==> src/rtl/tracker_arbiter.sv <==
// tracker_arbiter
//   Measures high intervals on N_CH tracked signals against a free-running
//   timestamp. Each completed interval becomes a record {channel, start, end,
//   in_range} held in a one-deep per-channel pending slot. A round-robin
//   arbiter moves pending records into a single valid/ready output register.
//
// Optional feature macro: TRACKER_ARB_RANGE_CHECK_EN
//   defined   : range_lo/range_hi ports exist; out_in_range reports whether
//               (end - start) mod 2^TS_W lies in [range_lo, range_hi], using
//               the bounds present when the record enters its pending slot.
//   undefined : no range ports; every record carries out_in_range = 1.
//
// Ports:
//   clk           rising-edge clock for all state
//   rst           asynchronous active-high reset
//   sig_in        [N_CH]   tracked signals, synchronous to clk
//   range_lo/hi   [TS_W]   inclusive duration bounds (macro only)
//   out_ready     consumer accepts the current record
//   out_valid     record on out_* is valid
//   out_ch        [$clog2(N_CH)] channel of the record
//   out_start     [TS_W]   timestamp of the rising edge
//   out_end       [TS_W]   timestamp of the falling edge
//   out_in_range  duration within bounds
//   timestamp     [TS_W]   free-running cycle counter
//   overflow      [N_CH]   sticky per-channel dropped-record flag
module tracker_arbiter #(
  parameter int N_CH = 4,
  parameter int TS_W = 32
) (
  input  logic                      clk,
  input  logic                      rst,
  input  logic [N_CH-1:0]           sig_in,
`ifdef TRACKER_ARB_RANGE_CHECK_EN
  input  logic [TS_W-1:0]           range_lo,
  input  logic [TS_W-1:0]           range_hi,
`endif
  input  logic                      out_ready,
  output logic                      out_valid,
  output logic [$clog2(N_CH)-1:0]   out_ch,
  output logic [TS_W-1:0]           out_start,
  output logic [TS_W-1:0]           out_end,
  output logic                      out_in_range,
  output logic [TS_W-1:0]           timestamp,
  output logic [N_CH-1:0]           overflow
);

  localparam int CH_W = $clog2(N_CH);
  localparam logic [CH_W:0]   N_CH_X  = (CH_W+1)'(N_CH);
  localparam logic [CH_W-1:0] LAST_CH = CH_W'(N_CH - 1);

  typedef enum logic {IDLE, HIGH} ch_state_t;

  logic [TS_W-1:0] ts_reg;

  // Per-channel pending slots, gathered for the arbiter and output mux.
  logic [N_CH-1:0] pend_valid;
  logic [TS_W-1:0] pend_start [N_CH];
  logic [TS_W-1:0] pend_end   [N_CH];
  logic [N_CH-1:0] pend_in_range;
  logic [N_CH-1:0] gnt_vec;

  logic [CH_W-1:0] rr_reg;
  logic [CH_W-1:0] gnt_idx;
  logic [CH_W:0]   cand;
  logic            gnt_any;
  logic            gnt_fire;

  logic            out_valid_reg;
  logic [CH_W-1:0] out_ch_reg;
  logic [TS_W-1:0] out_start_reg;
  logic [TS_W-1:0] out_end_reg;
  logic            out_in_range_reg;

  always_ff @(posedge clk or posedge rst) begin
    if (rst) ts_reg <= '0;
    else     ts_reg <= ts_reg + TS_W'(1);
  end

  genvar gi;
  generate
    for (gi = 0; gi < N_CH; gi++) begin : g_ch
      ch_state_t       state_reg, state_next;
      logic            sample_reg, prev_reg;
      logic [TS_W-1:0] start_reg, start_next;
      logic            done;
      logic            rec_in_range;
      logic            slot_valid_reg;
      logic [TS_W-1:0] slot_start_reg, slot_end_reg;
      logic            slot_in_range_reg;
      logic            ovf_reg;

`ifdef TRACKER_ARB_RANGE_CHECK_EN
      logic [TS_W-1:0] duration;
      // Modular subtraction gives the right length for intervals that
      // straddle a timestamp wrap.
      assign duration     = ts_reg - start_reg;
      assign rec_in_range = (duration >= range_lo) && (duration <= range_hi);
`else
      assign rec_in_range = 1'b1;
`endif

      // Interval FSM works on the registered sample and the sample before it.
      always_comb begin
        state_next = state_reg;
        start_next = start_reg;
        done       = 1'b0;
        case (state_reg)
          IDLE: if (sample_reg && !prev_reg) begin
            state_next = HIGH;
            start_next = ts_reg;
          end
          HIGH: if (!sample_reg && prev_reg) begin
            state_next = IDLE;
            done       = 1'b1;
          end
        endcase
      end

      always_ff @(posedge clk or posedge rst) begin
        if (rst) begin
          state_reg         <= IDLE;
          start_reg         <= '0;
          sample_reg        <= 1'b0;
          prev_reg          <= 1'b0;
          slot_valid_reg    <= 1'b0;
          slot_start_reg    <= '0;
          slot_end_reg      <= '0;
          slot_in_range_reg <= 1'b0;
          ovf_reg           <= 1'b0;
        end else begin
          state_reg  <= state_next;
          start_reg  <= start_next;
          sample_reg <= sig_in[gi];
          prev_reg   <= sample_reg;
          if (gnt_vec[gi]) slot_valid_reg <= 1'b0;
          // A slot being granted this cycle is free for the new record.
          if (done) begin
            if (slot_valid_reg && !gnt_vec[gi]) begin
              ovf_reg <= 1'b1;
            end else begin
              slot_valid_reg    <= 1'b1;
              slot_start_reg    <= start_reg;
              slot_end_reg      <= ts_reg;
              slot_in_range_reg <= rec_in_range;
            end
          end
        end
      end

      assign pend_valid[gi]    = slot_valid_reg;
      assign pend_start[gi]    = slot_start_reg;
      assign pend_end[gi]      = slot_end_reg;
      assign pend_in_range[gi] = slot_in_range_reg;
      assign overflow[gi]      = ovf_reg;
    end
  endgenerate

  // Round-robin search starting at rr_reg. Scanning offsets from the far end
  // down lets the nearest pending channel overwrite any farther one.
  always_comb begin
    gnt_any = 1'b0;
    gnt_idx = '0;
    cand    = '0;
    for (int k = N_CH - 1; k >= 0; k--) begin
      cand = {1'b0, rr_reg} + (CH_W+1)'(k);
      if (cand >= N_CH_X) cand = cand - N_CH_X;
      if (pend_valid[cand[CH_W-1:0]]) begin
        gnt_any = 1'b1;
        gnt_idx = cand[CH_W-1:0];
      end
    end
  end

  // Output register may reload when empty or when being drained this cycle.
  assign gnt_fire = gnt_any && (!out_valid_reg || out_ready);

  always_comb begin
    gnt_vec = '0;
    if (gnt_fire) gnt_vec[gnt_idx] = 1'b1;
  end

  always_ff @(posedge clk or posedge rst) begin
    if (rst) begin
      out_valid_reg    <= 1'b0;
      out_ch_reg       <= '0;
      out_start_reg    <= '0;
      out_end_reg      <= '0;
      out_in_range_reg <= 1'b0;
      rr_reg           <= '0;
    end else if (gnt_fire) begin
      out_valid_reg    <= 1'b1;
      out_ch_reg       <= gnt_idx;
      out_start_reg    <= pend_start[gnt_idx];
      out_end_reg      <= pend_end[gnt_idx];
      out_in_range_reg <= pend_in_range[gnt_idx];
      rr_reg           <= (gnt_idx == LAST_CH) ? '0 : gnt_idx + CH_W'(1);
    end else if (out_ready) begin
      out_valid_reg    <= 1'b0;
    end
  end

  assign timestamp    = ts_reg;
  assign out_valid    = out_valid_reg;
  assign out_ch       = out_ch_reg;
  assign out_start    = out_start_reg;
  assign out_end      = out_end_reg;
  assign out_in_range = out_in_range_reg;

endmodule
==> config.mk <==
export PLATFORM = sky130hd
export DESIGN_NAME = tracker_arbiter
export DESIGN_NICKNAME = d
export VERILOG_FILES = /design/src/rtl/tracker_arbiter.sv
export SDC_FILE = /design/constraint.sdc
export NUM_CORES = 1
export LEC_CHECK = 0
export ABC_AREA = 0
export CAP_MARGIN = 15
export CORE_MARGIN = 2
export CORE_UTILIZATION = 50
export CTS_CLUSTER_SIZE = 25
export DETAILED_ROUTE_END_ITERATION = 8
export PLACE_DENSITY = 0.74
export RECOVER_POWER = 25
export SLEW_MARGIN = 10
export SYNTH_ARGS = -nofsm -noshare
export SYNTH_HDL_FRONTEND = slang
export SYNTH_SLANG_ARGS = --single-unit
==> constraint.sdc <==
create_clock -name clk -period 37.4 [get_ports clk]
set_clock_uncertainty 0.1 [all_clocks]
set_input_delay 9.35 -clock clk [delete_from_list [all_inputs] [get_ports clk]]
set_output_delay 9.35 -clock clk [all_outputs]
set_load 0.01 [all_outputs]
**After elaboration in Yosys (flattened, before gate mapping)**

Cells that the tools add are included.

- Order comparisons: 11
- Reductions and logical operators: 41
- Bitwise logic cells: 9
- Add/subtract/negate cells: 9
- Mux-type cells: 66
- Equality and inequality tests: 1

Operator list:

| operator | count |
|---|---|
| $bmux W32 S2 | 2 |
| $mux W32 | 4 |
| $mux W1 | 40 |
| $add A32 B1 Y32 const B | 1 |
| $reduce_and A2 Y1 | 12 |
| $mux W2 | 9 |
| $lt A2 B3 Y1 const B | 5 |
| $logic_and A1 B1 Y1 | 14 |
| $logic_not A1 Y1 | 13 |
| $ge A3 B3 Y1 const B | 4 |
| $bmux W1 S2 | 5 |
| $not A1 Y1 | 8 |
| $pmux W1 S2 | 4 |
| $sub A2 B1 Y2 const B | 4 |
| $add A2 B2 Y3 const B | 2 |
| $mux W4 | 1 |
| $add A2 B1 Y3 const B | 1 |
| $ge A2 B3 Y1 const B | 1 |
| $not A2 Y3 | 1 |
| $add A2 B1 Y2 const B | 1 |
| $demux W1 S2 | 1 |
| $eq A2 B2 Y1 const B | 1 |
| $ge A2 B1 Y1 const B | 1 |
| $reduce_bool A2 Y1 | 1 |
| $logic_or A1 B1 Y1 | 1 |

- Output and inout bits: 104
- Logic and storage cells: 180
- Input bits: 7
- Bits in registers: 510

**Longest topological paths before layout**

- Depth in word-level cells: 18
- Mapped depth: 14
- Depth with buffers taken out: 8

**Least setup slack after synthesis**

OpenSTA, ideal clock, no wires.

- Kind: input port to flip-flop
- Start: input port out_ready
- End: register g_ch[3].slot_end_reg[0]
- Data arrival time: 10.836 ns
- Slack: 26.340 ns
- Buffers on the path: 2
- Required time: 37.175 ns
- Stages: 7
- Setup time: 0.125 ns
- Cells stage by stage: inv_1 a21oi_1 nand2_1 a21oi_1 clkbuf_1 buf_2 mux2_2

- Cells in the longest elaborated chain, start to end: 7

Ends and longest elaborated chain:

| what | RTL line | text |
|---|---|---|
| start: declaration | 37 | `input logic out_ready,` |
| $logic_or A1 B1 Y1 | 175 | `assign gnt_fire = gnt_any && (!out_valid_reg \|\| out_ready);` |
| $logic_and A1 B1 Y1 | 175 |  |
| $mux W4 | 179 | `if (gnt_fire) gnt_vec[gnt_idx] = 1'b1;` |
| $logic_not A1 Y1 | 138 | `if (slot_valid_reg && !gnt_vec[gi]) begin` |
| $logic_and A1 B1 Y1 | 138 |  |
| $not A1 Y1 (no source line) | -- |  |
| $reduce_and A2 Y1 (no source line) | -- |  |
| end signal: assignment | 143 | `slot_end_reg <= ts_reg;` |
| end: declaration | 88 | `logic [TS_W-1:0] slot_start_reg, slot_end_reg;` |

No other way between the ends.
A chain may end at the register's enable or synchronous reset.

==> impl_metrics.toml <==
[outcome]
status = "finished with violations"
violations = "capacitance limit, slew limit"

[grt]
grt_max_degree = 118
grt_first_pass_wirelength_mm = 135
grt_use_total_pct = 30.5
grt_overflow = 0
grt_pass1_vias = 23761
antenna_found_initial = 3

[critical_path]
crit_type = "input port to asynchronous set/reset pin"
startpoint_type = "input port"
endpoint_kind = "asynchronous set/reset pin"
arrival_ns = 15.82
worst-path-max-fanout = 117
required_ns = 37.93

[clock_network]
post_cts_resized = 0
cts_sinks = 510
cts_tree = "built"
cts_max_path_buffers = 3
numCtsBuffers = 54
htree_levels = 2
cts_hold_buffers = 0
clk_pin_slew_ns = 0.06
clk_latency_ns = 0.64
cts_root_buffer = "clkbuf_16"
post_cts_buffers = 0

[yosys]
ys_top_cells_by_count = "dfrtp_1 (510), nand2_1 (485), clkbuf_1 (225)"
synth_top_area_cell = "dfrtp_1"
synth-seq-area-share_pct = 47.1
synth_cells = 2779
synth_cell_types = 48
synth-edff-count = 0
yosysMostFrequentCell = "dfrtp_1"
syn_area_um2 = 27100
avgSynthCellArea_um2 = 9.75
synthFlopType = "dfrtp_1"
synth_area_leaders = "dfrtp_1 (47%), mux2_2 (8.0%), mux2i_1 (7.6%)"
yosysWarningCount = 0
ys_ff_latch = 510
synth_top_cell_area_share_pct = 47.1
async_flop_share_pct = 100
syn_nets = 2788

[routing]
via_per_inst = 6.76
wl_per_cell_um = 25.2
drt_iter0_drc = 2476
ant_nets = 0
wl_mm = 86.5
drc_errors = 0
dr.pass1.iters = 8
route.vias.total = 23204

[sta]
hold_viol = 0
tns_ns = 0
drv_slew = 250
fin_crit_sh_pct = 40.9
setup_violations = 0
fmax_mhz = 65.4
grt_setup_unrepaired = "no"
setup_ws_ns = 22.11
worst_pin_slew_ns = 5.26
timing.final.crit_period_ns = 15.29
relSlewSlack_pct = -253

[floorplan]
fp.dieH_um = 237
die_w_um = 237
fp.coreArea_um2 = 53700
start_util_pct = 50.4
die-area_um2 = 56100
row_count = 85
pin_count = 111

[power_and_ir_drop]
max-vdd-ir-drop_mv = 0.104
powerDensity_nw_per_um2 = 81.4
total_leakage_power_nw = 12.9

[placement]
gp_congestion = 0.782
dpl.hpwl_mm = 47.4
port_buffers = 110
dp_slack_ns = 24.04

[min_path]
min_path_type = "flop to flop"

[finish]
area_delta_synth_final_pct = 10.9
layout-drive-gt1-share_pct = 12.5
fillers = 4469
num-nets-final = 2705

[run]
cap_violations = 5
cells by family (layout without fill, tap and decap cells):
logic type               after synthesis  after routing  share of synthesized area, %
flip-flops                           510            510                          47.1
AO/OA/AOI/OAI                        326            326                          8.68
multiplexers                         397            397                          15.6
other                                  0              2                             0
buffers and inverters                307            265                          4.59
XOR/XNOR                              30             30                         0.970
AND/OR/NAND/NOR                     1203           1203                          22.8
adder cells (fa/ha/maj)                6              6                         0.240
placed cells by master, fill, tap and decap left out, types with 3 or more instances in the layout:
cell type / synthesis / final
a21o_1: 5 / 4
a21oi_1: 34 / 33
a221oi_1: 22 / 22
a311o_1: 4 / 4
a31oi_1: 42 / 42
and2_1: 23 / 22
and4_1: 23 / 23
buf_4: 6 / 40
bufinv_16: 0 / 3
clkbuf_1: 225 / 19
clkbuf_16: 0 / 54
clkbuf_8: 0 / 12
clkdlybuf4s50_1: 0 / 104
clkinv_2: 0 / 7
dfrtp_1: 510 / 507
dlygate4sd3_1: 0 / 6
inv_1: 12 / 11
maj3_1: 4 / 4
mux2_2: 192 / 192
mux2i_1: 205 / 205
nand2_1: 485 / 483
nand3_1: 179 / 178
nand3b_1: 131 / 131
nand4_1: 130 / 130
nor2_1: 82 / 80
nor2b_1: 5 / 5
nor3_1: 4 / 4
nor3b_1: 55 / 55
nor4_1: 5 / 6
o211ai_1: 77 / 77
o21ai_0: 45 / 44
o21bai_1: 5 / 4
o221ai_1: 84 / 84
o31ai_1: 4 / 4
or3_1: 69 / 69
xnor2_1: 16 / 16
xor2_1: 14 / 14
worst max-delay path, stage by stage:
cell	delay, ns
dlygate4sd3_1	0.55
clkinvlp_2	2.88
buf_4	1.04
buf_4	0.90
buf_4	0.83
final cells by class:
cell class	instances	area (µm²)	share of cell area (%)
antenna	2	5.00	0.0167
tap	696	871	2.90
timing repair buffer	154	1420	4.71
inverter	14	56.3	0.187
clock inverter	16	185	0.616
clock buffer	81	1570	5.23
sequential	510	12800	42.5
multi-input combinational	1962	13200	43.8
worst paths after layout:
path	start	to	slack [ns]	depth (start not counted)
setup / recovery	rst	g_ch[0].start_reg[28]	22.11	5
hold / removal	g_ch[3].sample_reg	g_ch[3].prev_reg	0.32	0
setup reg to reg	g_ch[1].slot_valid_reg	g_ch[3].slot_start_reg[17]	31.94	9
hold reg to reg	g_ch[3].sample_reg	g_ch[3].prev_reg	0.32	0
max in group clk	out_ready	g_ch[2].slot_start_reg[0]	24.80	7
min in group asynchronous	rst	g_ch[1].slot_end_reg[4]	10.66	2
report_power, final:
part           switching (mW)  internal (mW)
Combinational           0.726          0.391
Sequential              0.121          0.665
Clock                   0.233          0.311
Total                    1.08           1.37
metrics by stage:
stage               hold WS, ns  area [µm²]  util [%]  cells  power (mW)
floorplan                 0.282       27100         -   2779        1.51
global placement          0.301       28300      52.8   3336        1.84
detailed placement        0.316       28300      52.8   3336        1.88
CTS                       0.331       30100      56.0   3433        2.43
global route              0.339       30000      55.9   3433        2.55
finish                    0.321       30000      55.9   3435        2.45
metal layers:
layer / share of wire [%] / vias to the layer above / track usage [%]
li1: - / 9861 / -
met3: 9.5 / 266 / 5.78
met2: 47 / 1332 / 49.9
met5: 0.015 / - / 0
met1: 39 / 11743 / 39.0
met4: 4.3 / 2 / 15.1
No activity file was read; power rests on OpenSTA's default activity.
==> edit 1: new RTL, same flow settings <==
Add a define of `TRACKER_ARB_RANGE_CHECK_EN`.
--- a/src/rtl/tracker_arbiter.sv
+++ b/src/rtl/tracker_arbiter.sv
@@ -23,6 +23,8 @@
 //   out_in_range  duration within bounds
 //   timestamp     [TS_W]   free-running cycle counter
 //   overflow      [N_CH]   sticky per-channel dropped-record flag
+`define TRACKER_ARB_RANGE_CHECK_EN
+
 module tracker_arbiter #(
   parameter int N_CH = 4,
   parameter int TS_W = 32
Interface: changed (added range_hi and range_lo); port bits go from 111 to 175. The function was not compared with the original's and may differ.
==> edit 1 against the original RTL <==
Critical endpoint is now g_ch[0].slot_end_reg[8]; the run still ends with max-capacitance violations, max-slew violations left; largest power group unchanged; die area up 21%; setup slack better by 0.65 ns; area after synthesis up 21%; critical path type unchanged; power down 14%; routed wire length up 11%; sequential cell count unchanged; design area up 24%.
==> edit 1: results <==
logic_synthesis:
  synthesis.nets: 3999
  synthAdderAreaFrac_pct: 15.03
  ys_types: 67
  netlist_top_cells_area: "dfrtp_1 (39%), ha_1 (15%), mux2_2 (9.1%)"
  syn_avg_cell_area_um2: 9.281
  ys_top_cells_by_count: "dfrtp_1 (510), nand2_1 (396), ha_1 (385), o21ai_0 (354), nor2_1 (308)"
  ys_seq_area_share_pct: 38.85
clock_tree:
  clk_latency_ns: 0.60
  cts-buffers-inserted: 51
placed_design:
  place_congestion: 0.9731
  hpwl_um: 70150
global_routing:
  met2_usage_pct: 47.45
  antenna_found_initial: 0
  use_met1_pct: 36.93
flow_run:
  max-cap-violations: 5
timing:
  finalMaxSlewViolations: 378
pwr:
  p_leak_nw: 18.47
  max-vdd-ir-drop_mv: 0.04806
  power.density_mw_per_mm2: 56.64
finish:
  drive_above_1_share_pct: 11.02
  stdcell_count: 4557
  fin_nets: 4120
  diodes: 0
floorplanning:
  dieArea_mm2: 0.06776
run_status:
  status: "finished, violations left"
  violations: "max-capacitance violations, max-slew violations"
critical_path:
  slowest_delay_ns: 3.11
detailed_routing:
  wl_per_cell_um: 21.01
  vias: 26200
  route.top_layer_used: "met4"
  drtIter0Drc: 2065
  routed-wl-met3_um: 4741
  drtPass1Iterations: 5
edit 1: cell types whose count changed after synthesis, moves of 72 or more:
cell / before / now
clkbuf_1: 225 / 139
a21oi_1: 34 / 155
nand2_1: 485 / 396
ha_1: 2 / 385
o21ai_0: 45 / 354
xnor2_1: 16 / 94
inv_1: 12 / 237
o221ai_1: 84 / 4
nor2_1: 82 / 308
nand3b_1: 131 / 7
a21o_1: 5 / 138
mux2_2: 192 / 264
nand3_1: 179 / 99
mux2i_1: 205 / 3
edit 1: path summary, 6_finish.rpt:
path | slack [ns] | end | start | cells past startpoint
hold reg to reg | 0.32 | g_ch[2].prev_reg | g_ch[2].sample_reg | 0
max in group clk | 25.15 | g_ch[0].slot_in_range_reg | out_ready | 8
hold / removal | 0.32 | g_ch[2].prev_reg | g_ch[2].sample_reg | 0
setup / recovery | 22.75 | g_ch[0].slot_end_reg[8] | rst | 4
min in group asynchronous | 10.88 | timestamp[27] | rst | 2
setup reg to reg | 31.22 | g_ch[0].slot_in_range_reg | timestamp[0] | 20
edit 1: metrics by stage:
stage               setup WS (ns)  total power [mW]
finish                      22.75             2.108
global route                21.72             2.243
detailed placement          24.63             1.572
CTS                         25.22             2.115
global placement            24.76             1.561
floorplan                   13.71             1.234
edit 1: power by group:
group          internal [mW]  switching [mW]  total [mW]  leakage (nW)
combinational          0.328           0.579       0.906          10.8
clock                  0.314           0.223       0.537         0.866
sequential             0.622          0.0436       0.665          6.82
total                   1.26           0.845        2.11          18.5
edit 1: layout make-up:
class	count	share of cell area (%)
Clock buffer	73	3.919
Clock inverter	22	0.7798
Inverter	238	2.410
Multi-Input combinational cell	2637	50.12
Sequential cell	510	34.28
Tap cell	855	2.874
Timing Repair Buffer	222	5.613
==> edit 2: new RTL, same settings <==
Without the edit above. Reset style: synchronous (`rst`), changed in 3 clocked blocks. Comments in the files are not updated.
--- a/src/rtl/tracker_arbiter.sv
+++ b/src/rtl/tracker_arbiter.sv
@@ -71,7 +71,7 @@
   logic [TS_W-1:0] out_end_reg;
   logic            out_in_range_reg;
 
-  always_ff @(posedge clk or posedge rst) begin
+  always_ff @(posedge clk) begin
     if (rst) ts_reg <= '0;
     else     ts_reg <= ts_reg + TS_W'(1);
   end
@@ -116,7 +116,7 @@
         endcase
       end
 
-      always_ff @(posedge clk or posedge rst) begin
+      always_ff @(posedge clk) begin
         if (rst) begin
           state_reg         <= IDLE;
           start_reg         <= '0;
@@ -179,7 +179,7 @@
     if (gnt_fire) gnt_vec[gnt_idx] = 1'b1;
   end
 
-  always_ff @(posedge clk or posedge rst) begin
+  always_ff @(posedge clk) begin
     if (rst) begin
       out_valid_reg    <= 1'b0;
       out_ch_reg       <= '0;
Formal check against the unedited RTL: differs if rst is asserted again (counterexample within 4 cycles, from zero or initial values and one cycle with rst high); with rst held inactive, the same outputs for 4 cycles.
==> edit 2 against the original RTL <==
The run still ends with max-capacitance violations, max-slew violations left; design area shrank 20%; fmax down 14%; setup slack got worse by 2.4 ns; area after synthesis fell by 21%; synthesized cell count decreased by 14%; routed wire length down 34%; first-iteration DRC count is 44% lower; sequential cell count unchanged; count of clock-buffer cells in the layout decreased by 8; critical endpoint is now g_ch[0].slot_start_reg[18].
Power is not compared: it rests on default switching activity, and its combinational part moved more than twofold at a synthesized area within 25%.
==> edit 2: results <==
run_status:
  status: "finished, violations left"
  violations: "max-capacitance violations, max-slew violations"
global_routing:
  met2_usage_pct: 43.55
  grt_pass1_vias: 16320
  grt_max_degree: 205
  grt_use_met3_pct: 3.747
  antenna_found_initial: 0
  grt.total_usage_pct: 25.25
  grt_pass1_wl_um: 89290
detailed_routing:
  routed-wl-met3_um: 3981
  route.top_layer_used: "met4"
  drtIter0Drc: 1376
  drt-met1-wl_um: 23700
  wl_met2_um: 27800
  routed_wl_um: 57230
  drtPass1Iterations: 6
logic_synthesis:
  ys_top_cells_by_count: "dfxtp_1 (510), nand2_1 (411), nand2b_1 (325), a21oi_1 (280), mux2i_1 (192)"
  ys_seq_area_share_pct: 47.83
  netlist_top_cells_area: "dfxtp_1 (48%), nand2b_1 (9.5%), mux2i_1 (9.0%)"
  synthAdderAreaFrac_pct: 0.1172
  synthMuxAreaShare_pct: 12.38
  synthXorXnorAreaFrac_pct: 0.9437
  ys_types: 51
  ys_async_sr_fraction_pct: 0
placed_design:
  pre_cts_ws_ns: 24.92
  hpwl_um: 31190
  place_congestion: 0.7873
finish:
  drive_above_1_share_pct: 6.954
timing:
  worst_slew_pin_slew_ns: 7.543
  layout_min_cycle_time_ns: 17.71
  finalMaxSlewViolations: 389
min_path:
  min_to: "g_ch[3].slot_start_reg[22]"
  hold_depth: 2
  min_from: "g_ch[3].slot_start_reg[22]"
clock_tree:
  clk_latency_ns: 0.58
  cts-buffers-inserted: 49
critical_path:
  timing.rr.start: "g_ch[1].slot_valid_reg"
  arrival_ns: 18.03
  cp_max_fo: 204
  r2r_slack_ns: 33.78
  ff2ff_path_depth: 6
  worstReg2RegEnd: "g_ch[1].slot_start_reg[7]"
flow_run:
  max-cap-violations: 2
[edit 2: cell count changes in the layout (fill, tap and decap cells not counted), moves of 64 or more]
cell,delta
a221o_1,+65
dfxtp_1,+510
nand3b_1,-128
nand2b_1,+324
or3_1,-64
nand3_1,-104
dfrtp_1,-507
nand2_1,-74
o221ai_1,-84
mux2_2,-151
nand4_1,-125
a21oi_1,+247
o211ai_1,-77
[edit 2: critical path, cell delays in order]
cell	delay, ns
clkbuf_1	5.14
clkbuf_1	2.99
nand2b_1	0.31
mux2i_1	0.10
[edit 2: area by class of cell]
cell class,count,area (um^2)
clock buffer,73,1489
clock inverter,15,207.7
fill,3649,18030
inverter,15,56.30
multi-input combinational,1643,10120
sequential,510,10210
tap,539,674.4
timing repair buffer,131,1249
[edit 2: logic make-up (layout without fill, tap and decap cells)]
kind of cell             count (synthesis)  in the layout
AO/OA/AOI/OAI                          445            445
XOR/XNOR                                23             23
adder cells (fa/ha/maj)                  2              2
buffers and inverters                  238            234
flip-flops                             510            510
multiplexers                           256            256
AND/OR/NAND/NOR                        917            917
[edit 2: power breakdown]
group | leakage, nW | internal [mW] | total [mW] | switching, mW
clock | 0.843 | 0.309 | 0.519 | 0.210
combinational | 3.30 | 0.0124 | 0.0396 | 0.0272
sequential | 4.11 | 0.545 | 0.547 | 0.00261
total | 8.25 | 0.866 | 1.11 | 0.240
[edit 2: through the flow]
stage	cell area, um^2	instances	util, %	hold slack [ns]	power [mW]
after global placement	22330	2838	53.11	0.3354	0.5966
after floorplan	21350	2391	-	0.3258	0.5859
after CTS	24020	2926	57.14	0.3508	1.111
after global routing	24010	2926	57.11	0.3643	1.138
final	24010	2926	57.11	0.3497	1.106
after detailed placement	22330	2838	53.11	0.3426	0.5974
